===== config.mk =====
export PLATFORM = sky130hd
export DESIGN_NAME = led_blink_out
export DESIGN_NICKNAME = d
export VERILOG_FILES = /design/src/rtl/led_blink_out.sv
export SDC_FILE = /design/constraint.sdc
export NUM_CORES = 1
export LEC_CHECK = 0
export ABC_AREA = 1
export BUFFER_PORTS_ARGS = -buffer_cell sky130_fd_sc_hd__buf_4
export CORE_UTILIZATION = 41
export CTS_CLUSTER_SIZE = 25
export DETAILED_ROUTE_END_ITERATION = 8
export SLEW_MARGIN = 25
export SYNTH_ARGS = -nofsm -noshare
export SYNTH_HDL_FRONTEND = slang
export SYNTH_SLANG_ARGS = --single-unit

===== constraint.sdc =====
create_clock -name clk -period 2.35 [get_ports clk]
set_input_delay 0.235 -clock clk [delete_from_list [all_inputs] [get_ports clk]]
set_output_delay 0.235 -clock clk [all_outputs]
set_load 0.02 [all_outputs]

===== src/rtl/led_blink_out.sv =====
// Stretches one-cycle event pulses into visible LED blinks of fixed length with a fixed dark gap.
// Events arriving during a blink are queued in a saturating pending counter; drops raise a sticky ovf.
module led_blink_out #(
    parameter int ON_CYCLES  = 20000000,
    parameter int OFF_CYCLES = 10000000,
    parameter int CNT_W      = 25,
    parameter int PEND_W     = 4
) (
    input  logic              clk,
    input  logic              rst,
    input  logic              pulse,
    input  logic              ovf_clr,
    output logic              led,
    output logic              busy,
    output logic [PEND_W-1:0] pending,
    output logic              ovf
);

    typedef enum logic [1:0] {
        ST_IDLE = 2'd0,
        ST_ON   = 2'd1,
        ST_GAP  = 2'd2
    } state_t;

    localparam logic [CNT_W-1:0]  ON_LOAD  = CNT_W'(ON_CYCLES - 1);
    localparam logic [CNT_W-1:0]  OFF_LOAD = CNT_W'(OFF_CYCLES - 1);
    localparam logic [PEND_W-1:0] PEND_MAX = '1;

    state_t            state;
    logic [CNT_W-1:0]  cnt;
    logic [PEND_W-1:0] pending_nxt;
    logic              cnt_done;
    logic              have_work;
    logic              start;
    logic              take_pending;
    logic              queue_pulse;
    logic              ovf_set;

    assign cnt_done  = (cnt == '0);
    assign have_work = pulse || (pending != '0);
    assign start     = have_work && ((state == ST_IDLE) || ((state == ST_GAP) && cnt_done));

    // A start with an empty queue consumes the pulse itself; otherwise the queue head is consumed
    // and any same-cycle pulse is queued behind it.
    assign take_pending = start && (pending != '0);
    assign queue_pulse  = pulse && !(start && (pending == '0));

    always_comb begin
        pending_nxt = pending;
        ovf_set     = 1'b0;
        case ({queue_pulse, take_pending})
            2'b10: begin
                if (pending == PEND_MAX) begin
                    ovf_set = 1'b1;
                end else begin
                    pending_nxt = pending + PEND_W'(1);
                end
            end
            2'b01:   pending_nxt = pending - PEND_W'(1);
            default: pending_nxt = pending;
        endcase
    end

    always_ff @(posedge clk or posedge rst) begin
        if (rst) begin
            state   <= ST_IDLE;
            cnt     <= '0;
            led     <= 1'b0;
            busy    <= 1'b0;
            pending <= '0;
            ovf     <= 1'b0;
        end else begin
            pending <= pending_nxt;
            if (ovf_set) begin
                ovf <= 1'b1;
            end else if (ovf_clr) begin
                ovf <= 1'b0;
            end

            case (state)
                ST_IDLE: begin
                    if (start) begin
                        state <= ST_ON;
                        cnt   <= ON_LOAD;
                        led   <= 1'b1;
                        busy  <= 1'b1;
                    end
                end
                ST_ON: begin
                    if (cnt_done) begin
                        state <= ST_GAP;
                        cnt   <= OFF_LOAD;
                        led   <= 1'b0;
                    end else begin
                        cnt <= cnt - CNT_W'(1);
                    end
                end
                ST_GAP: begin
                    if (cnt_done) begin
                        if (start) begin
                            state <= ST_ON;
                            cnt   <= ON_LOAD;
                            led   <= 1'b1;
                        end else begin
                            state <= ST_IDLE;
                            busy  <= 1'b0;
                        end
                    end else begin
                        cnt <= cnt - CNT_W'(1);
                    end
                end
                default: begin
                    state <= ST_IDLE;
                    cnt   <= '0;
                    led   <= 1'b0;
                    busy  <= 1'b0;
                end
            endcase
        end
    end

endmodule


==> results.cfg, run 1 <==
[global_routing]
grtUsageTotal_pct = 21.4
grt_start_max_net_pins = 21
grt_pass1_vias = 1794
grt-ovfl-total = 0
grt_antenna_before_repair = 0
grt_pass1_wl_mm = 8.96

[cts]
cts_setup_buffers = 0
cts_buffer_depth = 2
clock-sinks = 34
cts-root-buf = clkbuf_8
clock_latency_ps = 290
cts_max_level = 2
cts_made_buffers = 5
cts.clk_slew.worst_paths_ps = 80
cts_tree = built
postCtsHoldBufs = 0
post_cts_resized = 0

[sta]
clock.fmax_ghz = 0.482
slew-limit-headroom_pct = 62.8
setup_viol = 0
hold_viol_final = 5
finalCritPeriodShare_pct = 88.2
tightest_slew_ps = 557
setup_tns_ps = 0
min_period_ps = 2070
fin_skew_ps = 6.96
maxSlewViolCount = 0
rsz0062_at_grt = false
whs_ps = -10.4

[power]
clock_power_share_pct = 32.5
p_per_area_mw_per_mm2 = 568
pwr-share-seq_pct = 47.4
vdd_drop_max_mv = 0.502
combPwrFrac_pct = 20.1
p_sw_share_pct = 31.5
p_int_mw = 0.972
p_leak_nw = 1.07
power.switching_mw = 0.446

[final_layout]
fillCellCount = 498
syn_to_final_growth_pct = 11.5
fin_cells = 385
layout-drive-gt1-share_pct = 16.5
n_antenna_cell = 0
final_nets = 321
final_core_util_pct = 48.2

[yosys]
ys_seq_elements = 34
synth_edf_count = 0
avgSynthCellArea_um2 = 7.53
synth_common_cells = nand2_1 (60), inv_1 (37), dfrtp_1 (34)
synthArstFlopShare_pct = 100
synth_top_cell_area_share_pct = 38.0
yosysMostFrequentCell = nand2_1
synthCells = 297
syn_nets = 304
netlist_top_cells_area = dfrtp_1 (38%), nand2_1 (10%), inv_1 (6.2%)
ys.flop_type = dfrtp_1
yosysTopAreaCell = dfrtp_1
syn-cell-area_mm2 = 0.00224
synth-seq-area-share_pct = 38.0
ys_warn_count = 0
synth.distinct_cells = 38

[place]
dp_hpwl_mm = 4.05
dp.cells = 377
routabilityCongestion = 0.890
portBuffers = 10

[drt]
drc = 0
vias = 1977
drtIter0Drc = 139
vias_per_cell = 5.14
wl_mm = 5.46
drtPass1Iterations = 4
post_drt_wl_per_cell_um = 14.2
route.antenna.remaining_nets = 0

[hold_path]
hp-class = in2async

[floorplanning]
die_w_um = 75.9
coreArea_mm2 = 0.00517
ioPinCount = 11
die_y_um = 75.9
rows = 26
start_util_pct = 43.3
die-area_mm2 = 0.00576

[setup_path]
worstPathMaxFanout = 5
arrival_ps = 2260
start_kind = flip-flop
cp-end-kind = flip-flop
crit_slowest_cell = dfrtp_1
worstPathCellList = inv_1 -> ha_1 -> inv_1 -> nor2_1 -> nand2_1 -> nor2_2 -> nand3_4 -> nand2_4 -> nand4_1 -> nand2_1 -> inv_1 -> ha_1 -> inv_1 -> nand2_1 -> inv_1 -> nand2_1 -> nand3_1 -> nand2_1
cp_slowest_stage_delay_ps = 390
critPathKind = reg2reg
required_ps = 2540

[outcome]
violations = hold timing
status = complete, but fails checks

[flow_run]
max_cap_violations = 0
cells by family after synthesis:
family	synth area share, %
flip-flops	38.0
XOR/XNOR	6.26
buffers and inverters	7.94
AO/OA/AOI/OAI	13.8
AND/OR/NAND/NOR	32.3
adder cells (fa/ha/maj)	1.68
metrics by stage:
| stage | worst slack (ps) | power, mW | area, um2 | hold slack, ps |
|---|---|---|---|---|
| 6_report | 277 | 1.42 | 2490 | -10.4 |
| 5_1_grt | 46.1 | 1.49 | 2490 | 38.8 |
| 4_1_cts | 258 | 1.43 | 2490 | 2.92 |
| 3_5_place_dp | 258 | 0.972 | 2400 | 326 |
| 3_3_place_gp | 314 | 0.970 | 2400 | 320 |
| 2_1_floorplan | 459 | 0.863 | 2240 | 343 |
worst paths after layout:
| kind | start | cells after the start | end | slack, ps |
|---|---|---|---|---|
| max | cnt[0]$_DFF_PP0_ | 18 | pending[2]$_DFFE_PP0P_ | 280 |
| min | rst | 2 | pending[2]$_DFFE_PP0P_ | -10 |
| max reg2reg | cnt[0]$_DFF_PP0_ | 18 | pending[2]$_DFFE_PP0P_ | 280 |
| min reg2reg | busy$_DFFE_PP0P_ | 2 | busy$_DFFE_PP0P_ | 510 |
| max in group asynchronous | rst | 3 | cnt[16]$_DFF_PP0_ | 1660 |
| min in group clk | ovf_clr | 2 | ovf$_DFFE_PP0P_ | 120 |
power groups by stage:
stage | combinational [mW] | sequential [mW] | clock, mW
3_5_place_dp | 0.290 | 0.683 | 0
6_report | 0.285 | 0.672 | 0.461
4_1_cts | 0.290 | 0.673 | 0.471
5_1_grt | 0.320 | 0.678 | 0.492
2_1_floorplan | 0.143 | 0.721 | 0
3_3_place_gp | 0.285 | 0.685 | 0
flip-flops by register name, summed over array words and instances, names as in the netlist:
signal,count
ovf,1
busy,1
pending,4
led,1
cnt,25
state,2
layer usage:
metal | vias up | share of wire, % | GRT usage [%]
li1 | 1017 | - | -
met1 | 918 | 49 | 31.0
met2 | 36 | 46 | 32.7
met3 | 6 | 3.4 | 3.97
met4 | 0 | 1.0 | 5.56
met5 | - | 0 | 0
worst max-delay path, delay by kind of cell, from the launching register on:
| family | cells | cell delay (ps) |
|---|---|---|
| flip-flops | 1 | 390 |
| AND/OR/NAND/NOR | 11 | 980 |
| adder cells (fa/ha/maj) | 2 | 320 |
| buffers and inverters | 5 | 290 |
cell usage in the layout (no fill, tap or decap), types with 3 or more instances in the layout:
master	synthesis	final
o211ai_1	3	3
nor2_2	12	12
inv_1	37	37
a21oi_1	6	6
o21ai_1	12	12
ha_1	3	3
nor2_1	29	29
buf_4	0	14
clkbuf_8	0	6
nor3_1	4	4
a31oi_1	7	7
dfrtp_1	34	34
nand2_1	60	60
xnor2_1	5	5
nand3_1	20	20
nand2_4	3	3
o21ai_0	16	16
nand4_1	6	6
nand2_2	3	3
xor2_1	11	11
final cells by class:
type                            instances  area, um2  share of cell area, %
Sequential cell                        34        851                   34.1
Tap cell                               70       87.6                   3.51
Clock inverter                          2       12.5                  0.502
Clock buffer                            6       82.6                   3.31
Inverter                               39        148                   5.92
Multi-Input combinational cell        220       1210                   48.4
Timing Repair Buffer                   14        105                   4.21
No activity file was read; power rests on OpenSTA's default activity.
==> inputs of run 2 (changes only) <==
--- a/config.mk
+++ b/config.mk
@@ -7,9 +7,10 @@
 export LEC_CHECK = 0
 export ABC_AREA = 1
 export BUFFER_PORTS_ARGS = -buffer_cell sky130_fd_sc_hd__buf_4
-export CORE_UTILIZATION = 41
+export CORE_UTILIZATION = 45
 export CTS_CLUSTER_SIZE = 25
 export DETAILED_ROUTE_END_ITERATION = 8
+export MAX_ROUTING_LAYER = met4
 export SLEW_MARGIN = 25
 export SYNTH_ARGS = -nofsm -noshare
 export SYNTH_HDL_FRONTEND = slang
==> results.cfg, run 2 (synthesis gave the netlist of run 1 again) <==
[sta]
maxSlewViolCount = 0
setup_tns_ps = 0
clock.fmax_ghz = 0.477
rsz0062_at_grt = false
min_period_ps = 2100
fin_skew_ps = 8.24
tightest_slew_ps = 503
finalCritPeriodShare_pct = 89.2
whs_ps = 124
hold_viol_final = 0
setup_viol = 0
slew-limit-headroom_pct = 66.1

[drt]
wl_mm = 5.50
wl_met2_mm = 2.57
drtIter0Drc = 169
drtPass1Iterations = 4
post_drt_wl_per_cell_um = 14.4
vias_per_cell = 5.25
vias = 2009
route.antenna.remaining_nets = 0
drt-met1-wl_mm = 2.54
top_layer = met4
met3WireLength_um = 252
drc = 0

[final_layout]
n_antenna_cell = 0
fillCellCount = 473
regMostFlops = cnt
largestRegisters = cnt (25), pending (4), state (2)
layout-drive-gt1-share_pct = 16.5
largest_reg_flops = 25
syn_to_final_growth_pct = 11.8
final_nets = 322
final_common_cell = nand2_1
mostFrequentLayoutCells = nand2_1 (60), inv_1 (37), dfrtp_1 (34)

[outcome]
status = complete, no violations

[setup_path]
cp.depth = 18
crit_slowest_cell = dfrtp_1
arrival_ps = 2290
worstPathCellList = inv_1 -> ha_1 -> inv_1 -> nor2_1 -> nand2_1 -> nor2_2 -> nand3_4 -> nand2_4 -> nand4_1 -> nand2_1 -> inv_1 -> ha_1 -> inv_1 -> nand2_1 -> inv_1 -> nand2_1 -> nand3_1 -> nand2_1
required_ps = 2540
reg2regPathDepth = 18
r2r_start = cnt[0]$_DFF_PP0_
crit_start = cnt[0]$_DFF_PP0_
worstPathMaxFanout = 5
cp_top_family = simple AND/OR/NAND/NOR gates
r2r_end = pending[2]$_DFFE_PP0P_
start_kind = flip-flop
cp-end-kind = flip-flop
critPathKind = reg2reg
cp_slowest_stage_delay_ps = 390
path_buf_inv = 5
crit_end = pending[2]$_DFFE_PP0P_
r2r_slack_ps = 250

[cts]
clock-sinks = 34
cts.clk_slew.worst_paths_ps = 70
clock_latency_ps = 300
cts-root-buf = clkbuf_8
cts_max_level = 2
cts_setup_buffers = 0
cts_tree = built
cts_buffer_depth = 2
postCtsHoldBufs = 1
post_cts_resized = 0
cts_made_buffers = 5

[global_routing]
grt-ovfl-total = 0
grtUsageTotal_pct = 24.9
grt_pass1_wl_mm = 9.53
grt_pass1_vias = 1946
grt_antenna_before_repair = 0
grt_start_max_net_pins = 23

[flow_run]
max_cap_violations = 0

[floorplanning]
die_w_um = 72.5
die-area_mm2 = 0.00526
rows = 25
die_y_um = 72.5
start_util_pct = 47.1
ioPinCount = 11
coreArea_mm2 = 0.00475

[place]
dp_hpwl_mm = 4.20
portBuffers = 10
routabilityCongestion = 0.867

[power]
p_per_area_mw_per_mm2 = 572
vdd_drop_max_mv = 0.490
p_leak_nw = 1.07

[hold_path]
hp-class = in2reg
## run 2: cell count changes in the layout (fill, tap and decap cells not counted)
| cell | previous run | this run |
|---|---|---|
| dlygate4sd3_1 | 0 | 1 |
## run 2: final cells by class
class                      count  area, um2  share of cell area (%)
clock inverter                 2       12.5                   0.500
timing repair buffer          15        115                    4.60
multi-input combinational    220       1210                    48.3
tap                           67       83.8                    3.35
inverter                      39        148                    5.90
sequential                    34        851                    34.0
clock buffer                   6       82.6                    3.30
## run 2: per-layer routing
layer  global-route usage (%)  up-vias
met2                     38.8       51
met4                     11.5        0
met3                     4.17       13
met5                        -        -
li1                         -     1009
met1                     31.6      936
## run 2: stage by stage
stage	instance area, um2	worst slack [ps]	total power, mW	std cells	utilization, %
after floorplan	2240	459	0.863	297	-
after global placement	2400	345	0.966	374	50.4
after detailed placement	2400	272	0.969	374	50.4
after CTS	2500	258	1.44	383	52.6
after global routing	2500	18.8	1.51	383	52.6
final	2500	253	1.43	383	52.6
## run 2: worst min path at each step
stage | from | end | cells after the start
after floorplan | ovf_clr | ovf$_DFFE_PP0P_ | 1
after global routing | ovf_clr | ovf$_DFFE_PP0P_ | 2
final | ovf_clr | ovf$_DFFE_PP0P_ | 2
after global placement | rst | ovf$_DFFE_PP0P_ | 2
after CTS | ovf_clr | ovf$_DFFE_PP0P_ | 2
after detailed placement | rst | ovf$_DFFE_PP0P_ | 2
## run 2: power by group
group	internal, mW	switching [mW]	total [mW]	leakage, nW
Combinational	0.113	0.174	0.287	0.676
Clock	0.236	0.238	0.473	0.0472
Sequential	0.624	0.0453	0.669	0.348
## run 2: worst reg2reg max path: cells and delay by family, from the launching register on
family | cells | cell delay, ps
adders and majority gates | 2 | 310
buffers and inverters | 5 | 290
DFF | 1 | 390
and+or+nand+nor | 11 | 1000
